==> config.mk <==
export PLATFORM = sky130hd
export DESIGN_NAME = fetch_predict
export DESIGN_NICKNAME = d
export VERILOG_FILES = /design/src/rtl/fetch_predict.sv
export SDC_FILE = /design/constraint.sdc
export NUM_CORES = 1
export LEC_CHECK = 0
export ABC_CLOCK_PERIOD_IN_PS = 6700
export CAP_MARGIN = 20
export CELL_PAD_IN_SITES_DETAIL_PLACEMENT = 0
export CELL_PAD_IN_SITES_GLOBAL_PLACEMENT = 1
export CORE_MARGIN = 1
export CORE_UTILIZATION = 39
export DETAILED_ROUTE_END_ITERATION = 12
export GPL_TIMING_DRIVEN = 0
export HOLD_SLACK_MARGIN = 0.08
export PLACE_DENSITY = 0.89
export REMOVE_ABC_BUFFERS = 1
export SYNTH_ARGS = -nofsm -noshare
export SYNTH_HDL_FRONTEND = slang
export SYNTH_SLANG_ARGS = --single-unit
==> constraint.sdc <==
create_clock -name clk -period 6.7 [get_ports clk]
set_clock_uncertainty 0.05 [all_clocks]
set_input_delay 1.005 -clock clk [delete_from_list [all_inputs] [get_ports clk]]
set_output_delay 1.005 -clock clk [all_outputs]
set_load 0.01 [all_outputs]
==> src/rtl/fetch_predict.sv <==
// Fetch front end: PC, BLT next-PC selection, fetch queue, mispredict redirect.
// Define BRANCH_PREDICT_EN to enable BLT-driven prediction and BLT updates.
module fetch_predict #(
    parameter int                    ADDR_WIDTH  = 32,
    parameter int                    INSTR_WIDTH = 32,
    parameter int                    QUEUE_DEPTH = 4,
    parameter logic [ADDR_WIDTH-1:0] RESET_PC    = '0
) (
    input  logic                   clk,
    input  logic                   reset,
    output logic [ADDR_WIDTH-1:0]  imem_addr,
    input  logic [INSTR_WIDTH-1:0] imem_data,
    output logic [ADDR_WIDTH-1:0]  blt_read_key,
    input  logic [ADDR_WIDTH-1:0]  blt_read_val,
    input  logic                   blt_read_valid,
    output logic                   blt_write,
    output logic [ADDR_WIDTH-1:0]  blt_write_key,
    output logic [ADDR_WIDTH-1:0]  blt_write_val,
    output logic                   blt_hit,
    output logic                   dec_valid,
    input  logic                   dec_ready,
    output logic [ADDR_WIDTH-1:0]  dec_pc,
    output logic [INSTR_WIDTH-1:0] dec_instr,
    output logic                   dec_pred_taken,
    output logic [ADDR_WIDTH-1:0]  dec_pred_target,
    input  logic                   ex_branch,
    input  logic [ADDR_WIDTH-1:0]  ex_pc,
    input  logic                   ex_taken,
    input  logic [ADDR_WIDTH-1:0]  ex_target,
    input  logic                   ex_pred_taken,
    input  logic [ADDR_WIDTH-1:0]  ex_pred_target,
    output logic                   flush
);

    localparam int             PTR_W   = $clog2(QUEUE_DEPTH);
    localparam logic [PTR_W:0] DEPTH_C = (PTR_W + 1)'(QUEUE_DEPTH);

    logic [ADDR_WIDTH-1:0]  pc;
    logic [ADDR_WIDTH-1:0]  pc_seq;
    logic [PTR_W-1:0]       head;
    logic [PTR_W-1:0]       tail;
    logic [PTR_W:0]         count;
    logic                   push;
    logic                   pop;
    logic                   mispredict;
    logic                   pred_taken;
    logic [ADDR_WIDTH-1:0]  pred_target;

    logic [ADDR_WIDTH-1:0]  q_pc    [QUEUE_DEPTH];
    logic [INSTR_WIDTH-1:0] q_instr [QUEUE_DEPTH];
    logic                   q_pt    [QUEUE_DEPTH];
    logic [ADDR_WIDTH-1:0]  q_ptgt  [QUEUE_DEPTH];

`ifdef BRANCH_PREDICT_EN
    assign pred_taken  = blt_read_valid;
    assign pred_target = blt_read_val;
`else
    logic unused_blt;
    assign unused_blt  = ^{blt_read_valid, blt_read_val};
    assign pred_taken  = 1'b0;
    assign pred_target = '0;
`endif

    assign imem_addr    = pc;
    assign blt_read_key = pc;
    assign pc_seq       = pc + ADDR_WIDTH'(1);

    assign mispredict = ex_branch &&
                        ((ex_taken != ex_pred_taken) ||
                         (ex_taken && (ex_target != ex_pred_target)));
    assign flush      = mispredict;

    assign dec_valid = (count != '0);
    assign pop       = dec_valid && dec_ready;
    assign push      = !mispredict && ((count < DEPTH_C) || pop);

    assign dec_pc          = q_pc[head];
    assign dec_instr       = q_instr[head];
    assign dec_pred_taken  = q_pt[head];
    assign dec_pred_target = q_ptgt[head];

    // Flush takes priority: the whole queue holds wrong-path work.
    always_ff @(posedge clk or posedge reset) begin
        if (reset) begin
            pc    <= RESET_PC;
            head  <= '0;
            tail  <= '0;
            count <= '0;
        end else if (mispredict) begin
            pc    <= ex_taken ? ex_target : ex_pc + ADDR_WIDTH'(1);
            head  <= '0;
            tail  <= '0;
            count <= '0;
        end else begin
            if (push) begin
                pc   <= pred_taken ? pred_target : pc_seq;
                tail <= tail + PTR_W'(1);
            end
            if (pop) begin
                head <= head + PTR_W'(1);
            end
            unique case ({push, pop})
                2'b10:   count <= count + (PTR_W + 1)'(1);
                2'b01:   count <= count - (PTR_W + 1)'(1);
                default: count <= count;
            endcase
        end
    end

    always_ff @(posedge clk) begin
        if (push) begin
            q_pc[tail]    <= pc;
            q_instr[tail] <= imem_data;
            q_pt[tail]    <= pred_taken;
            q_ptgt[tail]  <= pred_target;
        end
    end

`ifdef BRANCH_PREDICT_EN
    always_ff @(posedge clk or posedge reset) begin
        if (reset) begin
            blt_write     <= 1'b0;
            blt_write_key <= '0;
            blt_write_val <= '0;
            blt_hit       <= 1'b0;
        end else begin
            blt_write <= ex_branch;
            if (ex_branch) begin
                blt_write_key <= ex_pc;
                blt_write_val <= ex_target;
                blt_hit       <= ex_taken;
            end
        end
    end
`else
    assign blt_write     = 1'b0;
    assign blt_write_key = '0;
    assign blt_write_val = '0;
    assign blt_hit       = 1'b0;
`endif

endmodule

**Word level (Yosys, flattened, before mapping)**

Memories as Yosys holds them, arrays and structs flattened.
Index checks and enable logic that the tools add are counted.

- $add $sub $neg: 6
- $lt $le $gt $ge: 1
- Equality and inequality tests: 4
- Mux-type cells: 11
- Reduce and logical (&&, ||, !) cells: 11

Operators with widths:

| operator | count |
|---|---|
| 32-bit 2-to-1 mux | 3 |
| 32-bit by 1-bit adder with 32-bit output, second input constant | 2 |
| 32-bit != test | 1 |
| 2-bit 2-to-1 mux | 4 |
| 3-bit case mux with 2 select lines | 1 |
| 3-bit nonzero test | 2 |
| 2-bit by 1-bit adder with 2-bit output, second input constant | 2 |
| 1-bit logical AND | 4 |
| 2-bit nonzero test | 2 |
| 3-bit by 1-bit adder with 3-bit output, second input constant | 1 |
| 3-bit < comparator, second input constant | 1 |
| 3-bit 2-to-1 mux | 1 |
| 3-bit by 1-bit subtractor with 3-bit output, second input constant | 1 |
| 2-bit by 1-bit equality test with 1-bit output, second input constant | 1 |
| 2-bit equality test, second input constant | 1 |
| 1-bit logical OR | 2 |
| 1-bit 2-to-1 mux | 2 |
| 1-bit logical NOT | 1 |
| 1-bit != test | 1 |

- Flip-flop bits (word level): 39
- RAM bits: 256
- Input port bits: 167
- Output and inout port bits: 229
- Word-level logic and storage cells: 39
- Memories kept: 2

Memories:

| name | depth | width | read ports | clocked after Yosys merged registers in | wr ports | line | text |
|---|---|---|---|---|---|---|---|
| q_instr | 4 | 32 | 1 | 0 | 1 | 50 | `logic [INSTR_WIDTH-1:0] q_instr [QUEUE_DEPTH];` |
| q_pc | 4 | 32 | 1 | 0 | 1 | 49 | `logic [ADDR_WIDTH-1:0] q_pc [QUEUE_DEPTH];` |

**Depth between registers and ports, before layout**

Gate-level depths: netlist of run 1.

- Word-level depth: 9
- Mapped depth: 9
- Mapped depth without buffers: 9

**Least setup slack after synthesis of run 1**

Ideal clock, no wire load.

- Path kind: input port to flip-flop
- Start: input ex_pred_target[19]
- End: memory q_instr[0][0] (enable)
- Library setup time: 0.578 ns
- Arrival time: 6.872 ns
- Required time: 6.072 ns
- Setup slack: -0.800 ns
- Stages on the path: 7
- Path buffers: 1
- Cells stage by stage: xor2_1 nor4_1 nand4_1 nor4_2 a21oi_2 buf_6 nor3b_1

- Word-level cells in the longest chain between the ends: 8

Ends and longest elaborated chain:

| what | line | text |
|---|---|---|
| start, declared | 31 | `input logic [ADDR_WIDTH-1:0] ex_pred_target,` |
| 32-bit != test | 70 | `(ex_taken && (ex_target != ex_pred_target)));` |
| 1-bit logical AND | 70 |  |
| 1-bit logical OR | 69 | `((ex_taken != ex_pred_taken) \|\|` |
| 1-bit logical AND | 68 | `assign mispredict = ex_branch &&` |
| 1-bit logical NOT | 75 | `assign push = !mispredict && ((count < DEPTH_C) \|\| pop);` |
| 1-bit logical AND | 75 |  |
| 1-bit 2-to-1 mux | 111 | `if (push) begin` |
| 1-bit 2-to-1 mux | -- |  |
| end, declared | 50 |  |

No other way between the ends.

**Worst setup path after layout of run 1**

- Start: input ex_target[28]
- End: output flush

- Word-level cells in the longest chain between the ends: 4

Ends and longest elaborated chain:

| what | line | text |
|---|---|---|
| start, declared | 29 | `input logic [ADDR_WIDTH-1:0] ex_target,` |
| 32-bit != test | 70 |  |
| 1-bit logical AND | 70 |  |
| 1-bit logical OR | 69 |  |
| 1-bit logical AND | 68 |  |
| end, declared | 32 | `output logic flush` |

No other way between the ends.

==> flow_metrics.tcl, run 1 <==
set metrics [dict create \
    final_max_slew_viol_count 0 \
    drc 0 \
    first_global_vias 7942 \
    post_cts_buffers 0 \
    reg2reg_slack_ns 4.02 \
    r2r_start "count[2]" \
    firstDrtPassIters 4 \
    fin_nets 1295 \
    post_cts_resized 0 \
    ys_warn_count 0 \
    cp_data_required_time_ns 5.64 \
    syn_avg_cell_area_um2 16.0 \
    end_kind "output port" \
    use_met3 0.0319 \
    r2r_cells 6 \
    synth_flop_cell "edfxtp_1" \
    die_height_um 189 \
    wl_per_cell_um 20.4 \
    syn_inst 854 \
    swShare 0.286 \
    synth_seq_cells 295 \
    rsz0062_at_grt "false" \
    grt_max_degree 55 \
    synth-seq-area-share 0.635 \
    crit_slowest_cell "nor4_1" \
    setup-violations-final 0 \
    gr-usage-met2 0.318 \
    grt.busiest_layer "met2" \
    slowest_delay_ns 0.73 \
    core_area_um2 34500 \
    postCtsHoldBufs 0 \
    setup_ws_ns 1.25 \
    cp_max_fo 26 \
    syn2layout_area_growth_pct 29.1 \
    wl_mm 32.7 \
    relSlewSlack 0.303 \
    ys_types 34 \
    p_leak_nw 6.21 \
    cp_cell_sequence "clkdlybuf4s50_1, xor2_1, nor4_1, nand4_1, nor4_2, a21oi_4, buf_12, clkdlybuf4s50_1" \
    crit_family "simple AND/OR/NAND/NOR gates" \
    cts_tree "built" \
    max_freq_mhz 184 \
    grt.total_usage 0.182 \
    die_area_um2 35800 \
    irDropWorstVdd_mv 0.219 \
    core.rowCount 68 \
    hold_class "register to register" \
    die_x_um 189 \
    worstSkewPairLatency_ns 0.55 \
    p_int_mw 4.74 \
    drtAntennaViolNets 0 \
    io_pins 396 \
    use_met1 0.228 \
    synth-edff-count 256 \
    critical_path_buf_inv_count 3 \
    cp-start-kind "primary input" \
    critPathKind "primary input to output port" \
    power_frac_seq 0.413 \
    powerDensity_nw_per_um2 376 \
    period_minus_slack_ns 5.45 \
    cts-root-buf "clkbuf_16" \
    numCtsBuffers 31 \
    num_antenna_cells 0 \
    p_total_mw 6.64 \
    clock-sinks 295 \
    endpoint "flush" \
    crit_arrival_ns 4.39 \
    combPwrFrac 0.320 \
    hpwl_mm 24.5 \
    gp_congestion 0.819 \
    htreeDepth 1 \
    power_frac_clock 0.267 \
    ctsLongestPathBuffers 3 \
    start_util 0.396 \
    crit_cells 8 \
    grt_pass1_wl_mm 48.3 \
    reg2reg_to "q_instr[1][10]" \
    cp_common_cell "clkdlybuf4s50_1" \
    hold_viol 0 \
    tightest_slew_ns 1.04 \
    async_reset_ff_frac 0.132 \
    drt_iter0_drc 365 \
    outcome "complete, no violations" \
    path_clk_slew_ns 0.06 \
    antenna_found_initial 0 \
    drive_gt1_frac 0.141 \
    pre_cts_ws_ns 0.583 \
    port_buffers 263 \
    vias 7888 \
    cap_violations 0 \
    setup.worst_path.start "ex_target[28]" \
    synth_area_um2 13700 \
    drt-vias-per-instance 4.93 \
    grt_overflow 0 \
    power_switching_mw 1.90 \
    fin_crit_sh 0.813 \
]
[cells in the mapped netlist, types with 2 or more instances]
cell / instances / area, um2
a21oi_1: 10 / 50.1
and2_1: 2 / 12.5
and3_1: 13 / 81.3
and4_1: 4 / 35.0
buf_1: 5 / 18.8
buf_2: 10 / 50.1
buf_4: 131 / 983
buf_6: 4 / 45.0
clkbuf_1: 12 / 45.0
dfrtp_1: 39 / 976
edfxtp_1: 256 / 7690
ha_1: 6 / 75.1
inv_1: 10 / 37.5
mux2_2: 4 / 45.0
mux2i_1: 52 / 521
mux4_2: 64 / 1440
nand2_1: 30 / 113
nand3_1: 23 / 115
nand4_1: 27 / 169
nor2_1: 22 / 82.6
nor3_1: 4 / 20.0
nor3b_1: 5 / 37.5
nor4_1: 9 / 56.3
o21ai_0: 7 / 35.0
or3_1: 2 / 12.5
xnor2_1: 45 / 394
xor2_1: 51 / 447
[through the flow]
step | instances | util | instance area, um2 | TNS (ns) | hold WS, ns
CTS | 1600 | 0.512 | 17600 | 0 | 0.549
floorplan | 790 | - | 12900 | -308.73 | 0.475
global placement | 1508 | 0.467 | 16100 | -1997.01 | 0.505
global route | 1600 | 0.512 | 17600 | 0 | 0.572
finish | 1600 | 0.512 | 17600 | 0 | 0.551
detailed placement | 1543 | 0.481 | 16600 | 0 | 0.541
[power by group through the flow]
stage | logic, mW | clock network, mW | registers, mW
5_1_grt | 2.27 | 1.87 | 2.79
6_report | 2.13 | 1.77 | 2.74
2_1_floorplan | 0.908 | 0 | 2.85
3_5_place_dp | 2.16 | 0 | 2.79
3_3_place_gp | 1.95 | 0 | 3.00
4_1_cts | 2.17 | 1.81 | 2.75
[routing by layer]
| layer | part of all wire | wire length, um | up-vias |
|---|---|---|---|
| met5 | 0 | 0 | - |
| met4 | 0.029 | 933 | 0 |
| met3 | 0.067 | 2180 | 59 |
| met2 | 0.51 | 16600 | 344 |
| met1 | 0.40 | 13000 | 3947 |
| li1 | - | - | 3538 |
[how the worst min path moves through the flow]
stage                     slack [ns]  cells after the start      from       end
after global routing            0.57                      2   tail[1]   tail[1]
after floorplan                 0.48                      2  count[2]  count[2]
after detailed placement        0.54                      2   tail[1]   tail[1]
after CTS                       0.55                      2   tail[1]   tail[1]
after global placement          0.51                      2  count[2]  count[2]
final                           0.55                      2   tail[1]   tail[1]
[kinds of logic (layout without fill, tap and decap cells)]
family	Yosys count	in the layout	share of synthesized area
other	1	99	0.000275
DFF	295	295	0.635
AOI/OAI and AO/OA	18	18	0.00687
and+or+nand+nor	145	145	0.0564
buffers and inverters	172	365	0.0864
adders and majority gates	7	7	0.00696
xor gates and xnor gates	96	96	0.0616
muxes	120	120	0.147
[layout make-up]
| class | count | area, um2 |
|---|---|---|
| clock inverters | 19 | 259 |
| well taps | 455 | 569 |
| clock buffers | 38 | 802 |
| inverters | 10 | 37.5 |
| multi-input cells | 485 | 4220 |
| flip-flops and latches | 295 | 8670 |
| fillers | 2883 | 16800 |
| repair buffers | 298 | 3070 |
[cell usage in the layout (no fill, tap or decap), types with 5 or more instances in the layout]
cell type,Yosys,routed
and3_1,13,13
clkbuf_1,12,7
mux4_2,64,64
ha_1,6,6
conb_1,1,99
nand2_1,30,30
clkdlybuf4s50_1,0,262
nand4_1,27,27
clkinv_2,0,5
nor4_1,9,8
xnor2_1,45,45
inv_1,10,9
mux2i_1,52,52
a21oi_1,10,10
o21ai_0,7,7
buf_6,4,27
nor2_1,22,22
bufinv_16,0,6
clkbuf_16,0,31
dfrtp_1,39,37
nand3_1,23,23
edfxtp_1,256,256
xor2_1,51,51
[registers in the layout, summed over array words and instances (netlist names)]
| signal | flops |
|---|---|
| q_instr | 128 |
| count | 3 |
| head | 2 |
| blt_read_key | 32 |
| q_pc | 128 |
| tail | 2 |
[worst min-delay path: stages, from the launching register on]
cell and delay [ns]:
dfrtp_1 0.41, nand2_1 0.08, a21oi_1 0.06
(Power assumes the default switching activity.)
==> run 2, diff against run 1 <==
--- a/config.mk
+++ b/config.mk
@@ -5,16 +5,16 @@
 export SDC_FILE = /design/constraint.sdc
 export NUM_CORES = 1
 export LEC_CHECK = 0
-export ABC_CLOCK_PERIOD_IN_PS = 6700
+export ABC_CLOCK_PERIOD_IN_PS = 4700
 export CAP_MARGIN = 20
 export CELL_PAD_IN_SITES_DETAIL_PLACEMENT = 0
 export CELL_PAD_IN_SITES_GLOBAL_PLACEMENT = 1
 export CORE_MARGIN = 1
-export CORE_UTILIZATION = 39
+export CORE_UTILIZATION = 35
 export DETAILED_ROUTE_END_ITERATION = 12
 export GPL_TIMING_DRIVEN = 0
 export HOLD_SLACK_MARGIN = 0.08
-export PLACE_DENSITY = 0.89
+export PLACE_DENSITY = 0.84
 export REMOVE_ABC_BUFFERS = 1
 export SYNTH_ARGS = -nofsm -noshare
 export SYNTH_HDL_FRONTEND = slang
==> constraint.sdc (replaced) <==
create_clock -name clk -period 4.7 [get_ports clk]
set_clock_uncertainty 0.05 [all_clocks]
set_input_delay 0.705 -clock clk [delete_from_list [all_inputs] [get_ports clk]]
set_output_delay 0.705 -clock clk [all_outputs]
set_load 0.01 [all_outputs]
==> flow_metrics.tcl, run 2 (synthesized netlist as in run 1, its figures left out) <==
set metrics [dict create \
    final_max_slew_viol_count 0 \
    numCtsBuffers 29 \
    placed_cell_area_um2 16600 \
    fin_nets 1293 \
    p_total_mw 9.28 \
    crit_arrival_ns 3.74 \
    grt_max_degree 44 \
    post-route-util 0.464 \
    irDropWorstVdd_mv 0.222 \
    drive_gt1_frac 0.139 \
    ctsLongestPathBuffers 3 \
    drt-vias-per-instance 4.73 \
    io_pins 396 \
    gp_congestion 0.769 \
    hpwl_mm 25.1 \
    end_kind "output port" \
    tightest_slew_ns 0.943 \
    cts_tree "built" \
    grt_overflow 0 \
    relSlewSlack 0.366 \
    cap_violations 0 \
    htreeDepth 1 \
    cp_max_fo 26 \
    period_minus_slack_ns 4.50 \
    die_x_um 200 \
    final_cell_mix "262 x clkdlybuf4s50_1, 256 x edfxtp_1, 99 x conb_1" \
    setup_ws_ns 0.202 \
    drc 0 \
    whs_ns 0.416 \
    core.rowCount 71 \
    gr-usage-met2 0.284 \
    vias 7823 \
    drt_iter0_drc 349 \
    drtAntennaViolNets 0 \
    core_area_um2 38000 \
    tns_ns 0 \
    port_buffers 263 \
    hold_viol 0 \
    rsz0062_at_grt "false" \
    fin_crit_sh 0.957 \
    firstDrtPassIters 4 \
    grt.total_usage 0.166 \
    worstSkewPairLatency_ns 0.55 \
    die_height_um 200 \
    use_met3 0.0314 \
    dp.cells 1598 \
    clock-sinks 295 \
    wl_per_cell_um 20.3 \
    pre_cts_ws_ns -0.641 \
    use_met1 0.210 \
    cts-root-buf "clkbuf_16" \
    powerDensity_nw_per_um2 526 \
    outcome "complete, no violations" \
    grt_pass1_wl_mm 48.3 \
    final_common_cell "clkdlybuf4s50_1" \
    cp_data_required_time_ns 3.94 \
    start_util 0.359 \
    die_area_um2 39800 \
    antenna_found_initial 3 \
    p_leak_nw 6.19 \
    final_area_um2 17600 \
    grt.busiest_layer "met2" \
    cp-start-kind "primary input" \
    path_clk_slew_ns 0.06 \
    hold_class "primary input to asynchronous set/reset pin" \
    max_freq_mhz 222 \
    setup-violations-final 0 \
    wl_mm 33.6 \
    first_global_vias 7900 \
    layout.cells.non_filler 1655 \
    critPathKind "primary input to output port" \
    syn2layout_area_growth_pct 29.2 \
]
run 2: critical path, cell delays in order:
cell             delay (ns)
clkdlybuf4s50_1        0.42
xor2_1                 0.24
nor4_1                 0.67
nand4_1                0.25
nor4_4                 0.45
a21oi_4                0.23
buf_12                 0.25
clkdlybuf4s50_1        0.50
run 2: repair_timing:
item,CTS,global route
hold buffers,0,0
gates resized for setup,1,1
pin swaps,0,1
setup buffers,0,0
setup endpoints to repair,22,1
gates cloned,0,1
run 2: final timing paths:
| kind | start | to | slack [ns] | depth (start not counted) |
|---|---|---|---|---|
| hold reg to reg | tail[1] | tail[1] | 0.53 | 2 |
| setup / recovery | ex_pred_target[0] | flush | 0.20 | 8 |
| min in group clk | tail[1] | tail[1] | 0.53 | 2 |
| max in group asynchronous | reset | blt_read_key[17] | 3.72 | 3 |
| hold / removal | reset | head[1] | 0.42 | 2 |
| setup reg to reg | count[2] | blt_read_key[21] | 2.13 | 6 |
run 2: layer usage:
metal	vias to the layer above	wire (um)
li1	3541	-
met1	3930	13600
met2	300	16900
met3	52	2100
met4	0	975
met5	-	0
run 2: area by class of cell:
cell class | instances | area, um2
Tap cell | 511 | 639
Antenna cell | 3 | 7.51
Inverter | 10 | 37.5
Clock inverter | 19 | 223
Fill cell | 3397 | 20400
Sequential cell | 295 | 8670
Multi-Input combinational cell | 486 | 4250
Clock buffer | 34 | 744
Timing Repair Buffer | 297 | 3070
run 2: power by group:
| part | internal, mW | switching [mW] | leakage (nW) | total (mW) |
|---|---|---|---|---|
| clock network | 1.40 | 0.945 | 0.470 | 2.35 |
| logic | 1.69 | 1.33 | 2.89 | 3.02 |
| registers | 3.53 | 0.384 | 2.83 | 3.91 |
| total | 6.62 | 2.66 | 6.19 | 9.28 |
